**config.mk**
```make
export PLATFORM = sky130hd
export DESIGN_NAME = fb_writer
export DESIGN_NICKNAME = d
export VERILOG_FILES = /design/src/rtl/fb_writer.sv
export SDC_FILE = /design/constraint.sdc
export NUM_CORES = 1
export LEC_CHECK = 0
export CAP_MARGIN = 5
export CORE_ASPECT_RATIO = 1.4
export CORE_MARGIN = 5
export CORE_UTILIZATION = 58
export CTS_CLUSTER_DIAMETER = 120
export DETAILED_ROUTE_END_ITERATION = 10
export PLACE_DENSITY = 0.89
export SETUP_SLACK_MARGIN = 0.3
export SYNTH_ARGS = -nofsm -noshare
export SYNTH_HDL_FRONTEND = slang
export SYNTH_SLANG_ARGS = --single-unit
export TNS_END_PERCENT = 10
```
**constraint.sdc**
```tcl
create_clock -name clk_i -period 15.6 [get_ports clk_i]
set_input_delay 3.12 -clock clk_i [delete_from_list [all_inputs] [get_ports clk_i]]
set_output_delay 3.12 -clock clk_i [all_outputs]
set_load 0.05 [all_outputs]
```
**src/rtl/fb_writer.sv**
```systemverilog
// Frame-buffer writer: raster RGB stream -> RAM port A, rows offset by a circular base.
// Define FB_WRITER_CLEAR_EN to add a full-frame clear to clr_color_i.
//
// state   | meaning
// S_IDLE  | waiting for a start-of-frame beat; non-sof beats are dropped
// S_FILL  | writing pixels in raster order
// S_DONE  | one-cycle frame_done pulse, not ready
// S_CLEAR | (optional) writing clr_color_i to every address
module fb_writer #(
  parameter int H_RES  = 320,
  parameter int V_RES  = 240,
  parameter int ADDR_W = 17,
  parameter int DATA_W = 12
) (
  input  logic              clk_i,
  input  logic              rst_i,
  input  logic              in_valid_i,
  input  logic [DATA_W-1:0] in_data_i,
  input  logic              in_sof_i,
  output logic              in_ready_o,
  input  logic [7:0]        row_base_i,
  output logic              mem_we_o,
  output logic [ADDR_W-1:0] mem_addr_o,
  output logic [DATA_W-1:0] mem_din_o,
  output logic              busy_o,
  output logic              frame_done_o,
  output logic              sync_err_o
`ifdef FB_WRITER_CLEAR_EN
  ,
  input  logic              clr_i,
  input  logic [DATA_W-1:0] clr_color_i
`endif
);

  typedef enum logic [1:0] {
    S_IDLE  = 2'd0,
    S_FILL  = 2'd1,
    S_DONE  = 2'd2
`ifdef FB_WRITER_CLEAR_EN
    ,
    S_CLEAR = 2'd3
`endif
  } state_t;

  localparam logic [8:0]        X_LAST  = 9'(H_RES - 1);
  localparam logic [7:0]        Y_LAST  = 8'(V_RES - 1);
  localparam logic [8:0]        V_RES_W = 9'(V_RES);
  localparam logic [ADDR_W-1:0] H_RES_A = ADDR_W'(H_RES);

  state_t              state_q, state_d;
  logic [8:0]          x_q, x_d;
  logic [7:0]          y_q, y_d;
  logic [7:0]          base_q, base_d;
  logic                we_q, we_d;
  logic [ADDR_W-1:0]   addr_q, addr_d;
  logic [DATA_W-1:0]   din_q, din_d;
  logic                sync_err_q, sync_err_d;

  logic                accept, sof_beat, idle_ready;
  logic [7:0]          base_new, wr_y, wr_base;
  logic [8:0]          wr_x, row_sum, row;
  logic [ADDR_W-1:0]   wr_addr;

`ifdef FB_WRITER_CLEAR_EN
  localparam logic [ADDR_W-1:0] ADDR_LAST = ADDR_W'(H_RES * V_RES - 1);
  logic [ADDR_W-1:0]   clr_addr_q, clr_addr_d;
  assign idle_ready = !clr_i;
`else
  assign idle_ready = 1'b1;
`endif

  assign in_ready_o = !rst_i && ((state_q == S_IDLE && idle_ready) || state_q == S_FILL);
  assign accept     = in_valid_i && in_ready_o;
  assign sof_beat   = accept && in_sof_i;

  // An out-of-range base would break the single conditional subtract, so it falls back to 0.
  assign base_new = ({1'b0, row_base_i} >= V_RES_W) ? 8'd0 : row_base_i;

  // A sof beat always lands at (0,0) against the freshly latched base.
  assign wr_x    = sof_beat ? 9'd0 : x_q;
  assign wr_y    = sof_beat ? 8'd0 : y_q;
  assign wr_base = sof_beat ? base_new : base_q;
  assign row_sum = {1'b0, wr_y} + {1'b0, wr_base};
  assign row     = (row_sum >= V_RES_W) ? row_sum - V_RES_W : row_sum;
  assign wr_addr = ADDR_W'(row) * H_RES_A + ADDR_W'(wr_x);

  always_comb begin
    state_d    = state_q;
    x_d        = x_q;
    y_d        = y_q;
    base_d     = base_q;
    we_d       = 1'b0;
    addr_d     = addr_q;
    din_d      = din_q;
    sync_err_d = 1'b0;
`ifdef FB_WRITER_CLEAR_EN
    clr_addr_d = clr_addr_q;
`endif
    case (state_q)
      S_IDLE: begin
`ifdef FB_WRITER_CLEAR_EN
        if (clr_i) begin
          clr_addr_d = '0;
          state_d    = S_CLEAR;
        end else
`endif
        if (sof_beat) begin
          base_d  = base_new;
          we_d    = 1'b1;
          addr_d  = wr_addr;
          din_d   = in_data_i;
          x_d     = 9'd1;
          y_d     = 8'd0;
          state_d = S_FILL;
        end
      end
      S_FILL: begin
        if (accept) begin
          we_d   = 1'b1;
          addr_d = wr_addr;
          din_d  = in_data_i;
          if (sof_beat) begin
            base_d     = base_new;
            x_d        = 9'd1;
            y_d        = 8'd0;
            sync_err_d = 1'b1;
          end else if (x_q == X_LAST) begin
            x_d = 9'd0;
            if (y_q == Y_LAST) begin
              y_d     = 8'd0;
              state_d = S_DONE;
            end else begin
              y_d = y_q + 8'd1;
            end
          end else begin
            x_d = x_q + 9'd1;
          end
        end
      end
      S_DONE: state_d = S_IDLE;
`ifdef FB_WRITER_CLEAR_EN
      S_CLEAR: begin
        we_d   = 1'b1;
        addr_d = clr_addr_q;
        din_d  = clr_color_i;
        if (clr_addr_q == ADDR_LAST) state_d = S_DONE;
        else clr_addr_d = clr_addr_q + ADDR_W'(1);
      end
`endif
      default: state_d = S_IDLE;
    endcase
  end

  always_ff @(posedge clk_i) begin
    if (rst_i) begin
      state_q    <= S_IDLE;
      x_q        <= '0;
      y_q        <= '0;
      base_q     <= '0;
      we_q       <= 1'b0;
      addr_q     <= '0;
      din_q      <= '0;
      sync_err_q <= 1'b0;
`ifdef FB_WRITER_CLEAR_EN
      clr_addr_q <= '0;
`endif
    end else begin
      state_q    <= state_d;
      x_q        <= x_d;
      y_q        <= y_d;
      base_q     <= base_d;
      we_q       <= we_d;
      addr_q     <= addr_d;
      din_q      <= din_d;
      sync_err_q <= sync_err_d;
`ifdef FB_WRITER_CLEAR_EN
      clr_addr_q <= clr_addr_d;
`endif
    end
  end

  assign mem_we_o     = we_q;
  assign mem_addr_o   = addr_q;
  assign mem_din_o    = din_q;
  assign sync_err_o   = sync_err_q;
  assign frame_done_o = (state_q == S_DONE);
`ifdef FB_WRITER_CLEAR_EN
  assign busy_o = (state_q == S_FILL) || (state_q == S_CLEAR);
`else
  assign busy_o = (state_q == S_FILL);
`endif

endmodule

```
=== After elaboration in Yosys (flattened, before gate mapping) ===
Index checks and enable logic that the tools add are counted.

* $add $sub $neg: 5
* $mul: 1
* Div/mod/pow operators: 0
* $lt $le $gt $ge: 2
* Eq/ne operators: 10
* Shift operators: 0
* Muxes and demuxes: 32
* Bitwise gates (word level): 2
* Reduce and logical (&&, ||, !) cells: 12

{| class="wikitable"
|+ Operator list
! operator !! number
|-
| 2-to-1 mux 8 bit || 8
|-
| 2-to-1 mux 9 bit || 6
|-
| 2-to-1 mux 17 bit || 2
|-
| one-hot mux 17 bit (2 select lines) || 1
|-
| one-hot mux 8 bit (2 select lines) || 2
|-
| 2-to-1 mux 12 bit || 2
|-
| one-hot mux 12 bit (2 select lines) || 1
|-
| one-hot mux 9 bit (2 select lines) || 1
|-
| adder 17 x 9 -> 17 bit || 1
|-
| multiplier 9 x 3 -> 11 bit (second input constant) || 1
|-
| 2-to-1 mux 2 bit || 5
|-
| adder 8 x 8 -> 9 bit || 1
|-
| adder 9 x 1 -> 9 bit (second input constant) || 1
|-
| equality test 9 bit (second input constant) || 1
|-
| greater-or-equal comparator 9 x 8 -> 1 bit (second input constant) || 1
|-
| subtractor 9 x 8 -> 9 bit (second input constant) || 1
|-
| adder 8 x 1 -> 8 bit (second input constant) || 1
|-
| equality test 8 bit (second input constant) || 1
|-
| greater-or-equal comparator 8 bit (second input constant) || 1
|-
| != test 2 x 1 -> 1 bit (second input constant) || 3
|-
| AND reduction 3 bit || 2
|-
| AND reduction 5 bit || 1
|-
| != test 2 bit (second input constant) || 2
|-
| one-hot mux 2 bit (2 select lines) || 1
|-
| other kinds (13) || 17
|}

* Flip-flop bits (word level): 58
* Latch bits: 0
* RAM bits: 0
* ROM bits: 0
* Input bits: 24
* Word-level logic and storage cells: 72
* Memories: 0

=== Depth between registers and ports, before layout ===
* Depth in word-level cells: 13
* Gate-level depth with buffers: 34
* Mapped depth without buffers: 31

=== Least setup slack after synthesis ===
OpenSTA, ideal clock, no wires.

* Path kind: input port to flip-flop
* Start: input rst_i
* End: register addr_q[16], in the netlist mem_addr_o[16]
* Data arrival time: 9.187 ns
* Data required time: 15.538 ns
* Slack: 6.351 ns
* Stages: 32
* Cells stage by stage: buf_6 nand4bb_1 buf_2 clkbuf_1 clkbuf_1 and2_1 ha_1 a21oi_2 a2111oi_0 a311oi_1 a21oi_4 xor2_1 ha_1 nand2_1 mux2i_1 a22oi_1 o21ai_1 a211oi_2 mux2i_1 inv_1 ha_1 ha_1 a21o_1 a21oi_1 xnor2_1 nand3b_1 o21ai_0 a21oi_1 o311ai_1 o32ai_1 or4_1 nand3_1

* Longest elaborated chain between the ends: 12
* Elaborated cells on any way between the ends: 19

{| class="wikitable"
|+ RTL lines
! item !! line !! text
|-
| start, declared || 16 || <nowiki>input logic rst_i,</nowiki>
|-
| logical NOT 1 bit || 72 || <nowiki>assign in_ready_o = !rst_i && ((state_q == S_IDLE && idle_ready) || state_q == S_FILL);</nowiki>
|-
| logical AND 1 bit || 72 ||
|-
| logical AND 1 bit || 73 || <nowiki>assign accept = in_valid_i && in_ready_o;</nowiki>
|-
| logical AND 1 bit || 74 || <nowiki>assign sof_beat = accept && in_sof_i;</nowiki>
|-
| 2-to-1 mux 8 bit (on tied branches) || - ||
|-
| adder 8 x 8 -> 9 bit || 83 || <nowiki>assign row_sum = {1'b0, wr_y} + {1'b0, wr_base};</nowiki>
|-
| subtractor 9 x 8 -> 9 bit / greater-or-equal comparator 9 x 8 -> 1 bit (equally long branches) || 84 || <nowiki>assign row = (row_sum >= V_RES_W) ? row_sum - V_RES_W : row_sum;</nowiki>
|-
| 2-to-1 mux 9 bit || 84 ||
|-
| multiplier 9 x 3 -> 11 bit || 85 || <nowiki>assign wr_addr = ADDR_W'(row) * H_RES_A + ADDR_W'(wr_x);</nowiki>
|-
| adder 17 x 9 -> 17 bit || 85 ||
|-
| 2-to-1 mux 17 bit (on tied branches) || 118, 107 ||
|-
| one-hot mux 17 bit (2 select lines) || 99 || <nowiki>case (state_q)</nowiki>
|-
| end signal, assigned || 173 || <nowiki>addr_q <= addr_d;</nowiki>
|-
| end, declared || 55 || <nowiki>logic [ADDR_W-1:0] addr_q, addr_d;</nowiki>
|}

Several ways; a longest one is shown, not always the timed one. The select of a mux whose other input is x is not followed.
A chain may end at the register's enable or synchronous reset.

=== Worst setup path after layout ===
Same ends and word-level chain as after synthesis.

==> impl_metrics.tcl <==
set metrics [dict create \
    clock_sinks 58 \
    rsz0062_at_grt "no" \
    synth_edf_count 0 \
    insertion_delay_ns 0.34 \
    vias 3575 \
    layout_min_cycle_time_ns 10.35 \
    ys_async_sr_fraction_pct 0 \
    status "finished, final reports clean" \
    nNetsFinal 553 \
    drt_first_pass_iters 5 \
    drc 0 \
    post-synth-top-count-cell "dfxtp_1" \
    io_buffers 57 \
    startpoint_type "input port" \
    cts_resized 0 \
    drv_cap 0 \
    clk_path_buf_depth 2 \
    netlist_top_cells_area "dfxtp_1, ha_1, nand2_1" \
    pwr-share-clk_pct 42.4 \
    initialDrtViolationCount 334 \
    antenna_found_initial 0 \
    vias_per_cell 6.185 \
    clkTransAtPathRegs_ns 0.07 \
    synth_nets 501 \
    ioPinCount 58 \
    finalClockSkew_ns 0.01109 \
    netlist_area_mm2 0.003675 \
    power_mw 0.3778 \
    fill_cells 463 \
    crit_path_end_kind "flip-flop" \
    h-tree-depth 3 \
    pwr-share-seq_pct 40.9 \
    p_sw_mw 0.1030 \
    grt_util_met3_pct 4.593 \
    busiest_layer "met2" \
    yosys_warnings 0 \
    synthTopCellsByCount "dfxtp_1, nand2_1, nor2_1" \
    core_area_mm2 0.006211 \
    fin_crit_sh_pct 66.37 \
    die_h_um 104.2 \
    wl_um 9770 \
    drtAntennaViolNets 0 \
    grt_pass1_wl_um 16100 \
    grt_use_total_pct 23.97 \
    fin_setup_tns_ns 0 \
    cts_tree "done" \
    vdd_drop_max_v 0.00008285 \
    antenna_cells 0 \
    ys_seq_area_share_pct 31.60 \
    rows 34 \
    max_freq_mhz 96.59 \
    cp_common_cell "ha_1" \
    drive_gt1_share_pct 6.522 \
    p_sw_share_pct 27.25 \
    power_density_mw_per_mm2 84.36 \
    dp_hpwl_um 6837 \
    critPathMaxFanout 53 \
    worstPathRequired_ns 15.88 \
    grt_util_met2_pct 43.37 \
    start_util_pct 59.17 \
    synth_top_area_cell "dfxtp_1" \
    routedWlPerCell_um 16.90 \
    relSlewSlack_pct 26.25 \
    gr-total-overflow 0 \
    worstSetupPathType "in2reg" \
    critPathMaxStageDelay_ns 0.71 \
    dieArea_mm2 0.008050 \
    leakagePower_nw 1.820 \
    yosys.area.top_type_share_pct 31.60 \
    pwr-share-comb_pct 16.8 \
    yosysUniqueCellTypes 63 \
    gp_congestion 0.9648 \
    synthesis.area_per_instance_um2 8.184 \
    finalSetupViolCount 0 \
    cp_data_arrival_time_ns 10.63 \
    cts_buffers 9 \
    area_delta_synth_final_pct 21.86 \
    grtUsageMet1_pct 25.82 \
    drv_slew 0 \
    min_path_cells 2 \
    worstRegToRegCells 29 \
    grt_pass1_vias 3487 \
    root_buffer "clkbuf_8" \
    critical-path-slowest-cell "buf_2" \
    synthCells 449 \
    postCtsHoldBufs 0 \
    min_path_type "reg2reg" \
    post_cts_buffers 0 \
    tightestPinTransition_ns 1.105 \
    final-hold-violation-count 0 \
    synthFlopType "dfxtp_1" \
    intPower_mw 0.2748 \
    yosys_register_bits 58 \
    grt_max_degree 54 \
    die_w_um 77.27 \
]
logic make-up after synthesis:
group                      share of synthesized area (%)
xor gates and xnor gates                           8.751
adders and majority gates                          10.15
DFF                                                31.60
AOI/OAI and AO/OA                                  18.35
muxes                                              1.090
and+or+nand+nor                                    26.12
buffers and inverters                              3.950
final cells by class:
type | count | area (um2) | share of cell area [%]
clock buffer | 12 | 155.1 | 3.465
clock inverter | 4 | 73.82 | 1.649
inverter | 13 | 48.80 | 1.090
multi-input combinational | 360 | 2369 | 52.89
sequential | 58 | 1161 | 25.93
tap | 72 | 90.09 | 2.012
timing repair buffer | 59 | 580.6 | 12.96
metal layers:
metal,up-vias,part of all wire [%]
li1,1705,-
met1,1706,39
met2,131,53
met3,33,5.1
met4,0,3.1
met5,-,0
power groups by stage:
stage	Clock (mW)	Combinational [mW]	Sequential [mW]
after floorplan	0	0.0334	0.167
after global placement	0	0.0609	0.157
final	0.160	0.0634	0.154
after global routing	0.169	0.0684	0.155
after detailed placement	0	0.0623	0.158
after CTS	0.162	0.0631	0.154
state kept, by name, indices dropped and copies added (netlist names):
register and flops:
base_q 8, mem_we_o 1, state_q 2, mem_din_o 12, mem_addr_o 17, x_q 9, sync_err_o 1, y_q 8
final timing paths:
| check | from | to | slack [ns] |
|---|---|---|---|
| worst max register to register | state_q[1] | mem_addr_o[16] | 8.40 |
| worst min-delay path | mem_din_o[5] | mem_din_o[5] | 0.45 |
| worst min register to register | mem_din_o[5] | mem_din_o[5] | 0.45 |
| worst max-delay path | rst_i | mem_addr_o[16] | 5.25 |
through the flow:
| stage | utilization, % | instance area [um2] | hold slack, ns | setup WS (ns) | std cells |
|---|---|---|---|---|---|
| floorplan | - | 3675 | 0.4576 | 6.351 | 449 |
| global placement | 68.41 | 4249 | 0.4370 | 5.591 | 562 |
| detailed placement | 68.41 | 4249 | 0.4451 | 5.064 | 562 |
| CTS | 72.10 | 4478 | 0.4533 | 5.332 | 578 |
| global route | 72.10 | 4478 | 0.4702 | 4.546 | 578 |
| finish | 72.10 | 4478 | 0.4506 | 5.247 | 578 |
critical path, delay by kind of cell:
| kind | cells | cell delay (ns) |
|---|---|---|
| xor gates and xnor gates | 2 | 0.32 |
| AOI/OAI and AO/OA | 13 | 3.01 |
| and+or+nand+nor | 7 | 1.66 |
| buffers and inverters | 3 | 0.89 |
| muxes | 2 | 0.49 |
| adders and majority gates | 4 | 1.13 |
placed cells by master (no fill, tap or decap), types with 2 or more instances in the layout:
master,count
nand4_1,10
and3_1,7
and2_1,11
a21o_1,6
buf_4,2
a2111oi_0,2
nor2_1,42
nand2_1,55
a22o_1,4
ha_1,25
nor4_1,3
a21oi_1,35
a22oi_1,10
or4_1,2
dfxtp_1,58
clkbuf_8,11
o21a_1,2
or3b_2,2
nand3b_1,2
o31ai_1,3
mux2i_1,4
inv_1,13
o211ai_1,2
nor2b_1,12
xnor2_1,18
a31oi_1,2
fa_1,3
nand3_1,16
o21bai_1,2
bufinv_16,2
a211oi_2,2
clkdlybuf4s50_1,56
or3_1,3
o21ai_0,12
a211oi_1,7
nand2b_1,5
nor3_1,12
xor2_1,15
No activity file was read; power rests on OpenSTA's default activity.
